--- src/rtl/stopwatch_pkg.sv ---
// Shared types and helpers for the stopwatch core.
//   state_e   : top-level FSM state
//   bcd_t     : one BCD digit
//   *W        : counter widths, sized for the largest supported rates
//   bcd_step  : +/-1 on a two-digit BCD field with wrap inside 0..max
package stopwatch_pkg;

  typedef enum logic [2:0] {StIdle, StRun, StPaused, StAdjust, StDone} state_e;

  typedef logic [3:0] bcd_t;

  // Widths cover a 100 MHz clock down to 1 Hz rates and a 1M-cycle debounce.
  localparam int unsigned MaxClkHz      = 100_000_000;
  localparam int unsigned MaxDebounce   = 1_000_000;
  localparam int unsigned PrescaleW     = $clog2(MaxClkHz);
  localparam int unsigned BlinkW        = $clog2(MaxClkHz);
  localparam int unsigned DebounceW     = $clog2(MaxDebounce);

  // Step a two-digit BCD value by one, wrapping within 0..max_v (no carry out).
  function automatic logic [7:0] bcd_step(input logic [7:0] v, input logic down,
                                          input logic [7:0] max_v);
    bcd_t hi;
    bcd_t lo;
    logic [7:0] r;
    hi = v[7:4];
    lo = v[3:0];
    if (!down) begin
      if (v == max_v)      r = 8'h00;
      else if (lo == 4'd9) r = {hi + 4'd1, 4'd0};
      else                 r = {hi, lo + 4'd1};
    end else begin
      if (v == 8'h00)      r = max_v;
      else if (lo == 4'd0) r = {hi - 4'd1, 4'd9};
      else                 r = {hi, lo - 4'd1};
    end
    return r;
  endfunction

endpackage

--- src/rtl/stopwatch_core_button_debounce.sv ---
// Button conditioning: 2-FF synchroniser, stability counter, rising-edge pulse.
//   clk   : system clock
//   RESET : asynchronous active-high reset
//   btn   : raw, possibly bouncing button level
//   rise  : one-cycle pulse when the debounced level goes 0 -> 1
module button_debounce
  import stopwatch_pkg::*;
#(
  parameter int unsigned DEBOUNCE_CYCLES = 1_000_000
) (
  input  logic clk,
  input  logic RESET,
  input  logic btn,
  output logic rise
);

  logic                 sync1_q, sync2_q;
  logic                 level_q, level_dly_q;
  logic [DebounceW-1:0] cnt_q;

  always_ff @(posedge clk or posedge RESET) begin
    if (RESET) begin
      sync1_q     <= 1'b0;
      sync2_q     <= 1'b0;
      level_q     <= 1'b0;
      level_dly_q <= 1'b0;
      cnt_q       <= '0;
      rise        <= 1'b0;
    end else begin
      sync1_q     <= btn;
      sync2_q     <= sync1_q;
      level_dly_q <= level_q;
      rise        <= level_q & ~level_dly_q;
      // Accept a new level only after it has differed for DEBOUNCE_CYCLES cycles.
      if (sync2_q == level_q) begin
        cnt_q <= '0;
      end else if (cnt_q == DebounceW'(DEBOUNCE_CYCLES - 1)) begin
        cnt_q   <= '0;
        level_q <= sync2_q;
      end else begin
        cnt_q <= cnt_q + DebounceW'(1);
      end
    end
  end

endmodule

--- src/rtl/stopwatch_core.sv ---
// Single-clock mm:ss stopwatch with count up/down, adjust mode, lap hold and blink mask.
//   clk, RESET        : system clock, asynchronous active-high reset
//   btn_pause, btn_lap: raw buttons (debounced internally, rising edge acts)
//   dir               : 0 = up, 1 = down; sel: adjust field (0 = min, 1 = sec)
//   adj               : 1 = adjust mode (overrides all button edges)
//   digits            : BCD {m1,m0,s1,s0}; blank: per-digit blank, same order
//   running, done     : state indicators; lap_active: display frozen on snapshot
module stopwatch_core
  import stopwatch_pkg::*;
#(
  parameter int unsigned CLK_HZ          = 100_000_000,
  parameter int unsigned TICK_HZ         = 1,
  parameter int unsigned ADJ_HZ          = 2,
  parameter int unsigned BLINK_HZ        = 3,
  parameter int unsigned DEBOUNCE_CYCLES = 1_000_000,
  parameter int unsigned MAX_MIN         = 59
) (
  input  logic        clk,
  input  logic        RESET,
  input  logic        btn_pause,
  input  logic        btn_lap,
  input  logic        dir,
  input  logic        sel,
  input  logic        adj,
  output logic [15:0] digits,
  output logic [3:0]  blank,
  output logic        running,
  output logic        done,
  output logic        lap_active
);

  localparam int unsigned TickDiv   = CLK_HZ / TICK_HZ;
  localparam int unsigned AdjDiv    = CLK_HZ / ADJ_HZ;
  localparam int unsigned BlinkDiv  = CLK_HZ / BLINK_HZ;
  localparam logic [7:0]  MaxMinBcd = {4'(MAX_MIN / 10), 4'(MAX_MIN % 10)};
  localparam logic [7:0]  MaxSecBcd = 8'h59;

  logic pause_edge, lap_edge;

  button_debounce #(.DEBOUNCE_CYCLES(DEBOUNCE_CYCLES)) u_pause_db (
    .clk   (clk),
    .RESET (RESET),
    .btn   (btn_pause),
    .rise  (pause_edge)
  );

  button_debounce #(.DEBOUNCE_CYCLES(DEBOUNCE_CYCLES)) u_lap_db (
    .clk   (clk),
    .RESET (RESET),
    .btn   (btn_lap),
    .rise  (lap_edge)
  );

  state_e               state_q, state_d;
  logic [PrescaleW-1:0] presc_q, presc_d, presc_limit;
  logic [BlinkW-1:0]    blink_q;
  logic                 phase_q;
  logic [7:0]           mm_q, mm_d, ss_q, ss_d;
  logic [15:0]          snap_q, snap_d;
  logic                 lap_q, lap_d;
  logic                 counting, tick, entering, is_zero;

  assign counting    = (state_q == StRun) || (state_q == StAdjust);
  assign presc_limit = (state_q == StAdjust) ? PrescaleW'(AdjDiv - 1) : PrescaleW'(TickDiv - 1);
  assign tick        = counting && (presc_q == presc_limit);
  assign is_zero     = (mm_q == 8'h00) && (ss_q == 8'h00);
  assign entering    = ((state_d == StRun) && (state_q != StRun)) ||
                       ((state_d == StAdjust) && (state_q != StAdjust));

  always_comb begin
    if (entering || !counting) presc_d = '0;
    else if (tick)             presc_d = '0;
    else                       presc_d = presc_q + PrescaleW'(1);
  end

  always_comb begin
    state_d = state_q;
    mm_d    = mm_q;
    ss_d    = ss_q;
    lap_d   = lap_q;
    snap_d  = snap_q;

    case (state_q)
      StIdle, StPaused: begin
        if (pause_edge) state_d = (dir && is_zero) ? StDone : StRun;
      end
      StRun: begin
        if (tick) begin
          if (!dir) begin
            ss_d = bcd_step(ss_q, 1'b0, MaxSecBcd);
            if (ss_q == MaxSecBcd) mm_d = bcd_step(mm_q, 1'b0, MaxMinBcd);
          end else if (is_zero) begin
            state_d = StDone;
          end else begin
            // Not at zero, so a seconds borrow always has a minute to take from.
            ss_d = bcd_step(ss_q, 1'b1, MaxSecBcd);
            if (ss_q == 8'h00) mm_d = bcd_step(mm_q, 1'b1, MaxMinBcd);
            if ((mm_d == 8'h00) && (ss_d == 8'h00)) state_d = StDone;
          end
        end
        if (pause_edge) state_d = StPaused;
      end
      StAdjust: begin
        if (tick) begin
          if (sel) ss_d = bcd_step(ss_q, dir, MaxSecBcd);
          else     mm_d = bcd_step(mm_q, dir, MaxMinBcd);
        end
        if (!adj) state_d = StPaused;
      end
      StDone: ;
      default: state_d = StIdle;
    endcase

    // Lap decision uses the state before this cycle's transition.
    if (lap_edge) begin
      if (state_q == StRun) begin
        lap_d = ~lap_q;
        if (!lap_q) snap_d = {mm_q, ss_q};
      end else begin
        lap_d = 1'b0;
      end
    end

    if (adj) begin
      state_d = StAdjust;
      lap_d   = 1'b0;
    end
  end

  always_ff @(posedge clk or posedge RESET) begin
    if (RESET) begin
      state_q <= StIdle;
      presc_q <= '0;
      blink_q <= '0;
      phase_q <= 1'b0;
      mm_q    <= 8'h00;
      ss_q    <= 8'h00;
      snap_q  <= 16'h0000;
      lap_q   <= 1'b0;
      digits  <= 16'h0000;
      blank   <= 4'b0000;
      running <= 1'b0;
      done    <= 1'b0;
    end else begin
      state_q <= state_d;
      presc_q <= presc_d;
      mm_q    <= mm_d;
      ss_q    <= ss_d;
      snap_q  <= snap_d;
      lap_q   <= lap_d;
      if (blink_q == BlinkW'(BlinkDiv - 1)) begin
        blink_q <= '0;
        phase_q <= ~phase_q;
      end else begin
        blink_q <= blink_q + BlinkW'(1);
      end
      digits  <= lap_q ? snap_q : {mm_q, ss_q};
      blank   <= ((state_q == StAdjust) && phase_q) ? (sel ? 4'b0011 : 4'b1100) : 4'b0000;
      running <= (state_q == StRun);
      done    <= (state_q == StDone);
    end
  end

  assign lap_active = lap_q;

endmodule
--- config.mk ---
export PLATFORM = sky130hd
export DESIGN_NAME = stopwatch_core
export DESIGN_NICKNAME = d
export VERILOG_FILES = /design/src/rtl/stopwatch_pkg.sv /design/src/rtl/stopwatch_core_button_debounce.sv /design/src/rtl/stopwatch_core.sv
export SDC_FILE = /design/constraint.sdc
export NUM_CORES = 1
export LEC_CHECK = 0
export BUFFER_PORTS_ARGS = -buffer_cell sky130_fd_sc_hd__buf_4
export CAP_MARGIN = 25
export CORE_MARGIN = 4
export CORE_UTILIZATION = 62
export CTS_CLUSTER_SIZE = 8
export DETAILED_ROUTE_END_ITERATION = 6
export PLACE_DENSITY = 0.85
export SYNTH_ARGS = -nofsm -noshare
export SYNTH_HDL_FRONTEND = slang
export SYNTH_HIERARCHICAL = 1
export SYNTH_SLANG_ARGS = --single-unit
--- constraint.sdc ---
create_clock -name clk -period 4.5 [get_ports clk]
set_clock_uncertainty 0.05 [all_clocks]
set_input_delay 0.45 -clock clk [delete_from_list [all_inputs] [get_ports clk]]
set_output_delay 0.45 -clock clk [all_outputs]
set_load 0.005 [all_outputs]
### Word-level counts from Yosys, hierarchy flattened

Cells that the tools add are included.

* shift-type cells: 0
* equality and inequality tests: 24
* magnitude comparators: 0
* multiply operators: 0
* reductions and logical operators: 26
* bitwise gates (word level): 8
* multiplexer cells: 55
* div/mod/pow operators: 0
* add/subtract/negate cells: 12

Operators with widths (number)
* two-way mux 8 bit: 30
* two-way mux 27 bit: 4
* two-way mux 20 bit: 4
* adder 27 x 1 -> 27 bit, second input constant: 2
* adder 20 x 1 -> 20 bit, second input constant: 2
* == test 20 bit, second input constant: 2
* zero test 8 bit: 4
* one-hot mux 8 bit (2 select lines): 2
* == test 27 x 25 -> 1 bit, second input constant: 1
* == test 27 bit: 1
* two-way mux 3 bit: 8
* adder 4 x 1 -> 4 bit, second input constant: 4
* == test 8 x 7 -> 1 bit, second input constant: 2
* two-way mux 16 bit: 1
* subtractor 4 x 1 -> 4 bit, second input constant: 4
* one-hot mux 3 bit (4 select lines): 1
* == test 3 x 2 -> 1 bit, second input constant: 3
* == test 4 bit, second input constant: 2
* zero test 4 bit: 2
* two-way mux 4 bit: 2
* inequality test 2 bit, second input constant: 4
* logical AND 1 bit: 7
* == test 3 x 1 -> 1 bit, second input constant: 2
* inequality test 3 x 2 -> 1 bit, second input constant: 2
* 15 further kinds: 29

* bits of input ports: 7
* memories kept: 0
* bits in latches: 0
* RAM bits: 0
* register bits after elaboration: 163
* bits in read-only memories: 0
* logic and storage cells: 149

### Logic depth before layout (Yosys ltp)

* depth in word-level cells: 22
* depth in mapped cells: 10
* gate-level depth less buffers: 8

### Modules after synthesis

The synthesis kept the hierarchy.

Modules (own cells, without submodules)
* stopwatch_core: area each 5945.7 µm², cells an instance 618, instances 1
* button_debounce: area each 1206.2 µm², cells an instance 111, instances 2

### Worst setup path before layout

Ideal clock, no wire load.

* path kind: reg-to-reg
* start: reg mm_q[0]
* end: reg mm_q[4]
* data arrival time: 2.567 ns
* data required time: 4.315 ns
* buffers on the path: 1
* period minus slack after synthesis: 2.751 ns
* setup time: 0.135 ns
* cell stages (with the launch flop): 10
* path slack: 1.749 ns
* cell sequence: dfrtp_1 > clkbuf_1 > inv_1 > ha_1 > nor3b_1 > a41oi_1 > a2111oi_2 > nor2_1 > a22oi_1 > o22ai_1

* longest elaborated chain between the ends: 12
* elaborated cells on any way between the ends: 24
* those cells by class: eq/ne (3); mux (17); reduce/logical (4)

Ends and longest elaborated chain
* start, declared: line stopwatch_core.sv:58 `logic [7:0] mm_q, mm_d, ss_q, ss_d;`
* start signal, assigned: line stopwatch_core.sv:147 `mm_q <= mm_d;`
* zero test 4 bit: line stopwatch_pkg.sv:33 `else if (lo == 4'd0) r = {hi - 4'd1, 4'd9};`
* two-way mux 8 bit: line stopwatch_pkg.sv:33
* two-way mux 8 bit: line stopwatch_pkg.sv:32 `if (v == 8'h00) r = max_v;`
* two-way mux 8 bit: line stopwatch_core.sv:97 `if (ss_q == 8'h00) mm_d = bcd_step(mm_q, 1'b1, MaxMinBcd);`
* two-way mux 8 bit: line stopwatch_core.sv:92 `end else if (is_zero) begin`
* two-way mux 8 bit: line stopwatch_core.sv:89 `if (!dir) begin`
* two-way mux 8 bit: line stopwatch_core.sv:88 `if (tick) begin`
* two-way mux 8 bit: line stopwatch_core.sv:83 `case (state_q)`
* two-way mux 8 bit: line stopwatch_core.sv:92
* two-way mux 8 bit: line stopwatch_core.sv:89
* two-way mux 8 bit: line stopwatch_core.sv:88
* one-hot mux 8 bit (2 select lines): line stopwatch_core.sv:83

Several ways; a longest one is shown, not always the timed one. The select of a mux whose other input is x is not followed.
A chain may end at the register's enable or synchronous reset.

### Final worst setup path

* start: reg mm_q[0]
* end: reg mm_q[0]

* longest elaborated chain between the ends: 12
* elaborated cells on any way between the ends: 26
* those cells by class: add/sub (2); eq/ne (3); mux (17); reduce/logical (4)

Ends and longest elaborated chain (line)
* subtractor 4 x 1 -> 4 bit / zero test 4 bit (equally long branches): stopwatch_pkg.sv:34, stopwatch_pkg.sv:33
* two-way mux 8 bit: stopwatch_pkg.sv:33
* two-way mux 8 bit: stopwatch_pkg.sv:32
* two-way mux 8 bit: stopwatch_core.sv:97
* two-way mux 8 bit: stopwatch_core.sv:92
* two-way mux 8 bit: stopwatch_core.sv:89
* two-way mux 8 bit: stopwatch_core.sv:88
* two-way mux 8 bit: stopwatch_core.sv:83
* two-way mux 8 bit: stopwatch_core.sv:92
* two-way mux 8 bit: stopwatch_core.sv:89
* two-way mux 8 bit: stopwatch_core.sv:88
* one-hot mux 8 bit (2 select lines): stopwatch_core.sv:83

Several ways; a longest one is shown, not always the timed one. The select of a mux whose other input is x is not followed.

==> run_summary.xml <==
<?xml version="1.0" encoding="UTF-8"?>
<metrics>
  <group name="run_status">
    <metric name="outcome" unit="">finished clean</metric>
  </group>
  <group name="critical_path">
    <metric name="worst_setup_path_start_kind" unit="">flop</metric>
    <metric name="worstReg2RegStart" unit="">mm_q[0]</metric>
    <metric name="crit_path_max_fanout" unit="">10</metric>
    <metric name="timing_worst_setup_path_type" unit="">reg -&gt; reg</metric>
    <metric name="worstSetupEndpointType" unit="">flop</metric>
    <metric name="critPathArrivalTime" unit="ns">3.59</metric>
    <metric name="regToRegSetupSlack" unit="ns">1.17</metric>
    <metric name="cp_data_required_time" unit="ns">4.76</metric>
    <metric name="timing.critical_path.from" unit="">mm_q[0]</metric>
  </group>
  <group name="sta">
    <metric name="timing.final.crit_share" unit="">0.740</metric>
    <metric name="maxClockFrequency" unit="MHz">300</metric>
    <metric name="timing_hold_violations_final" unit="">0</metric>
    <metric name="worst_slew_pin_slew" unit="ns">1.04</metric>
    <metric name="finalMaxSlewViolations" unit="">0</metric>
    <metric name="timing.max_slew.rel_slack" unit="">0.306</metric>
    <metric name="timing.final.crit_period" unit="ns">3.33</metric>
    <metric name="grt_setup_unrepaired" unit="">false</metric>
    <metric name="setup-violations-final" unit="">0</metric>
    <metric name="setup-tns-final" unit="ns">0</metric>
  </group>
  <group name="synthesis">
    <metric name="synthesis.nets" unit="">866</metric>
    <metric name="synth-edff-count" unit="">0</metric>
    <metric name="async_flop_share" unit="">1.00</metric>
    <metric name="seq_area_frac_synth" unit="">0.482</metric>
    <metric name="postSynthCellCount" unit="">840</metric>
    <metric name="synth_flop_cell" unit="">sky130_fd_sc_hd__dfrtp_1</metric>
    <metric name="synth.distinct_cells" unit="">74</metric>
    <metric name="syn_avg_cell_area" unit="um^2">9.95</metric>
    <metric name="synth-warning-count" unit="">6</metric>
    <metric name="ys_seq_elements" unit="">161</metric>
    <metric name="post_synth_instance_area" unit="um^2">8360</metric>
  </group>
  <group name="clock_tree">
    <metric name="cts_buffers" unit="">17</metric>
    <metric name="clk_latency" unit="ns">0.44</metric>
    <metric name="ctsHoldBuffers" unit="">0</metric>
    <metric name="clock_pin_slew_of_the_registers_on_the_worst_case_setup_and_hold_paths" unit="ns">0.06</metric>
    <metric name="clock_tree.root_cell" unit="">sky130_fd_sc_hd__clkbuf_16</metric>
    <metric name="htreeDepth" unit="">4</metric>
    <metric name="cts_tree" unit="">built</metric>
    <metric name="cts.path.max_buffers" unit="">2</metric>
    <metric name="tritoncts_num_sinks" unit="">161</metric>
    <metric name="cts_setup_buffers" unit="">0</metric>
    <metric name="ctsResizeCount" unit="">0</metric>
  </group>
  <group name="global_routing">
    <metric name="grt_max_degree" unit="">77</metric>
    <metric name="groute.layer.met3.usage" unit="">0.0454</metric>
    <metric name="first_global_vias" unit="">6178</metric>
    <metric name="grt.overflow.total" unit="">0</metric>
    <metric name="wire_length_of_the_first_global_routing_pass" unit="um">29000</metric>
    <metric name="grtUsageTotal" unit="">0.237</metric>
    <metric name="met2_track_usage_gr" unit="">0.385</metric>
    <metric name="grt_antenna_before_repair" unit="">0</metric>
    <metric name="groute.layer.met1.usage" unit="">0.313</metric>
    <metric name="grt-busiest-layer" unit="">met2</metric>
  </group>
  <group name="place">
    <metric name="dpl.hpwl" unit="um">11100</metric>
    <metric name="finalWeightedCongestion" unit="">0.918</metric>
    <metric name="postPlaceCellArea" unit="um^2">8690</metric>
    <metric name="numPlacedInstances" unit="">1016</metric>
    <metric name="buffer_ports.inserted" unit="">29</metric>
  </group>
  <group name="route">
    <metric name="detail_route.wirelength" unit="um">17100</metric>
    <metric name="wl_per_cell" unit="um">16.2</metric>
    <metric name="via_count" unit="">6238</metric>
    <metric name="remaining_drc_errors" unit="">0</metric>
    <metric name="drt_pre_antenna_iters" unit="">4</metric>
    <metric name="drt_first_iter_violations" unit="">534</metric>
    <metric name="post_detailed_route_count_of_antenna_violating_nets" unit="">0</metric>
    <metric name="route.detailed.vias_per_inst" unit="">5.94</metric>
  </group>
  <group name="cells_and_area">
    <metric name="num_antenna_cells" unit="">0</metric>
    <metric name="finalInstanceArea" unit="um^2">9340</metric>
    <metric name="seqCellArea" unit="um^2">4030</metric>
    <metric name="post_route_cells_drive_above_1_share" unit="">0.144</metric>
    <metric name="most_used_cells_in_the_layout_excluding_fill_and_tap_cells" unit="">sky130_fd_sc_hd__dfrtp_1 (161), sky130_fd_sc_hd__nor2_1 (106), sky130_fd_sc_hd__nand2_1 (72)</metric>
    <metric name="area_growth" unit="%">11.7</metric>
    <metric name="multi_input_area" unit="um^2">4090</metric>
    <metric name="layout.cells.most_common" unit="">sky130_fd_sc_hd__dfrtp_1</metric>
    <metric name="fin_nets" unit="">887</metric>
    <metric name="nFillCells" unit="">949</metric>
    <metric name="post_layout_nonfiller_instances" unit="">1050</metric>
  </group>
  <group name="power">
    <metric name="net_switching_power_of_the_design" unit="uW">680</metric>
    <metric name="power.share.clock" unit="">0.490</metric>
    <metric name="cellLeakagePower" unit="uW">0.00409</metric>
    <metric name="power_density" unit="nW/um^2">328</metric>
    <metric name="pwr-share-seq" unit="">0.479</metric>
    <metric name="combPwrFrac" unit="">0.030</metric>
    <metric name="worst_ir_drop_vdd" unit="V">0.000285</metric>
    <metric name="internal_power" unit="uW">2380</metric>
    <metric name="switching_share" unit="">0.222</metric>
  </group>
  <group name="job">
    <metric name="cap_viol_max_count" unit="">0</metric>
  </group>
  <group name="die">
    <metric name="die-height" unit="um">124</metric>
    <metric name="rows" unit="">42</metric>
    <metric name="core_area" unit="um^2">13200</metric>
    <metric name="floorplan.initialDensity" unit="">0.631</metric>
    <metric name="die-area" unit="um^2">15400</metric>
    <metric name="die_w" unit="um">124</metric>
    <metric name="pin_count" unit="">30</metric>
  </group>
  <group name="min_path">
    <metric name="launch_instance_of_the_worst_min_delay_path" unit="">btn_pause</metric>
    <metric name="holdCritPathClass" unit="">in -&gt; reg</metric>
  </group>
</metrics>
## cells by family (layout without fill, tap and decap cells)
kind of cell / Yosys count / count (layout) / share of synthesized area
adders and majority gates: 19 / 19 / 0.0284
DFF: 161 / 161 / 0.482
and+or+nand+nor: 374 / 374 / 0.241
muxes: 34 / 34 / 0.0445
buffers and inverters: 59 / 93 / 0.0301
xor gates and xnor gates: 77 / 77 / 0.0807
AOI/OAI and AO/OA: 116 / 116 / 0.0931
## area by class of cell
cell class / instances / share of cell area
well taps: 176 / 0.0236
clock inverters: 13 / 0.0185
flip-flops and latches: 161 / 0.431
repair buffers: 35 / 0.0305
inverters: 26 / 0.0107
multi-input cells: 620 / 0.438
clock buffers: 19 / 0.0474
## final timing paths
check,end,depth (start not counted)
worst max register to register,mm_q[0],8
worst max-delay path,mm_q[0],8
min in group asynchronous,state_q[0],3
worst min-delay path,u_pause_db/sync1_q,1
max in group asynchronous,u_pause_db/cnt_q[8],3
worst min register to register,u_pause_db/sync2_q,0
## flip-flops by register name, indices dropped and copies added (netlist names), 2 cells and up
signal / cells
blank: 2
blink_q: 27
digits: 16
mm_q: 8
presc_q: 27
snap_q: 16
ss_q: 8
state_q: 3
u_lap_db/cnt_q: 20
u_pause_db/cnt_q: 20
## per-layer routing
layer | vias to the layer above | share of wire
li1 | 3009 | -
met1 | 3031 | 0.44
met2 | 171 | 0.50
met3 | 27 | 0.050
met4 | 0 | 0.017
met5 | - | 0
## cell usage after synthesis, types with 13 or more instances
| cell | count | area [um^2] |
|---|---|---|
| sky130_fd_sc_hd__a21oi_1 | 33 | 165 |
| sky130_fd_sc_hd__and3_1 | 14 | 87.6 |
| sky130_fd_sc_hd__clkbuf_1 | 22 | 82.6 |
| sky130_fd_sc_hd__dfrtp_1 | 161 | 4030 |
| sky130_fd_sc_hd__ha_1 | 19 | 238 |
| sky130_fd_sc_hd__inv_1 | 25 | 93.8 |
| sky130_fd_sc_hd__mux2_2 | 25 | 282 |
| sky130_fd_sc_hd__nand2_1 | 72 | 270 |
| sky130_fd_sc_hd__nand3_1 | 35 | 175 |
| sky130_fd_sc_hd__nand4_1 | 23 | 144 |
| sky130_fd_sc_hd__nor2_1 | 106 | 398 |
| sky130_fd_sc_hd__nor3_1 | 21 | 105 |
| sky130_fd_sc_hd__nor4_1 | 13 | 81.3 |
| sky130_fd_sc_hd__o21ai_0 | 39 | 195 |
| sky130_fd_sc_hd__xnor2_1 | 36 | 315 |
| sky130_fd_sc_hd__xor2_1 | 41 | 359 |
## power by group through the flow
stage,Sequential [uW],Combinational [uW],Clock [uW]
after floorplan,1490,67.2,0
final,1470,93.3,1500
after global placement,1490,88.8,0
after detailed placement,1500,90.0,0
after CTS,1470,90.8,1520
after global routing,1470,107,1590
## worst max-delay path, cell delays in order (launching register included)
cell and delay, ns:
sky130_fd_sc_hd__dfrtp_1 0.49, sky130_fd_sc_hd__inv_1 0.19, sky130_fd_sc_hd__ha_1 0.24, sky130_fd_sc_hd__nor3b_1 0.56
sky130_fd_sc_hd__a41oi_1 0.25, sky130_fd_sc_hd__a2111oi_2 0.77, sky130_fd_sc_hd__nor2_1 0.31, sky130_fd_sc_hd__a21oi_1 0.28
sky130_fd_sc_hd__a211oi_1 0.06
## per-stage QoR
stage / utilization / setup slack (ns) / hold slack, ns / total power [uW]
after global placement: 0.656 / 1.46 / 0.284 / 1580
after global routing: 0.705 / 0.776 / 0.0654 / 3170
final: 0.705 / 1.17 / 0.0766 / 3060
after CTS: 0.702 / 1.25 / 0.0604 / 3080
after detailed placement: 0.656 / 1.29 / 0.286 / 1590
after floorplan: - / 1.07 / 0.281 / 1560
Power figures use the tool's default switching activity.
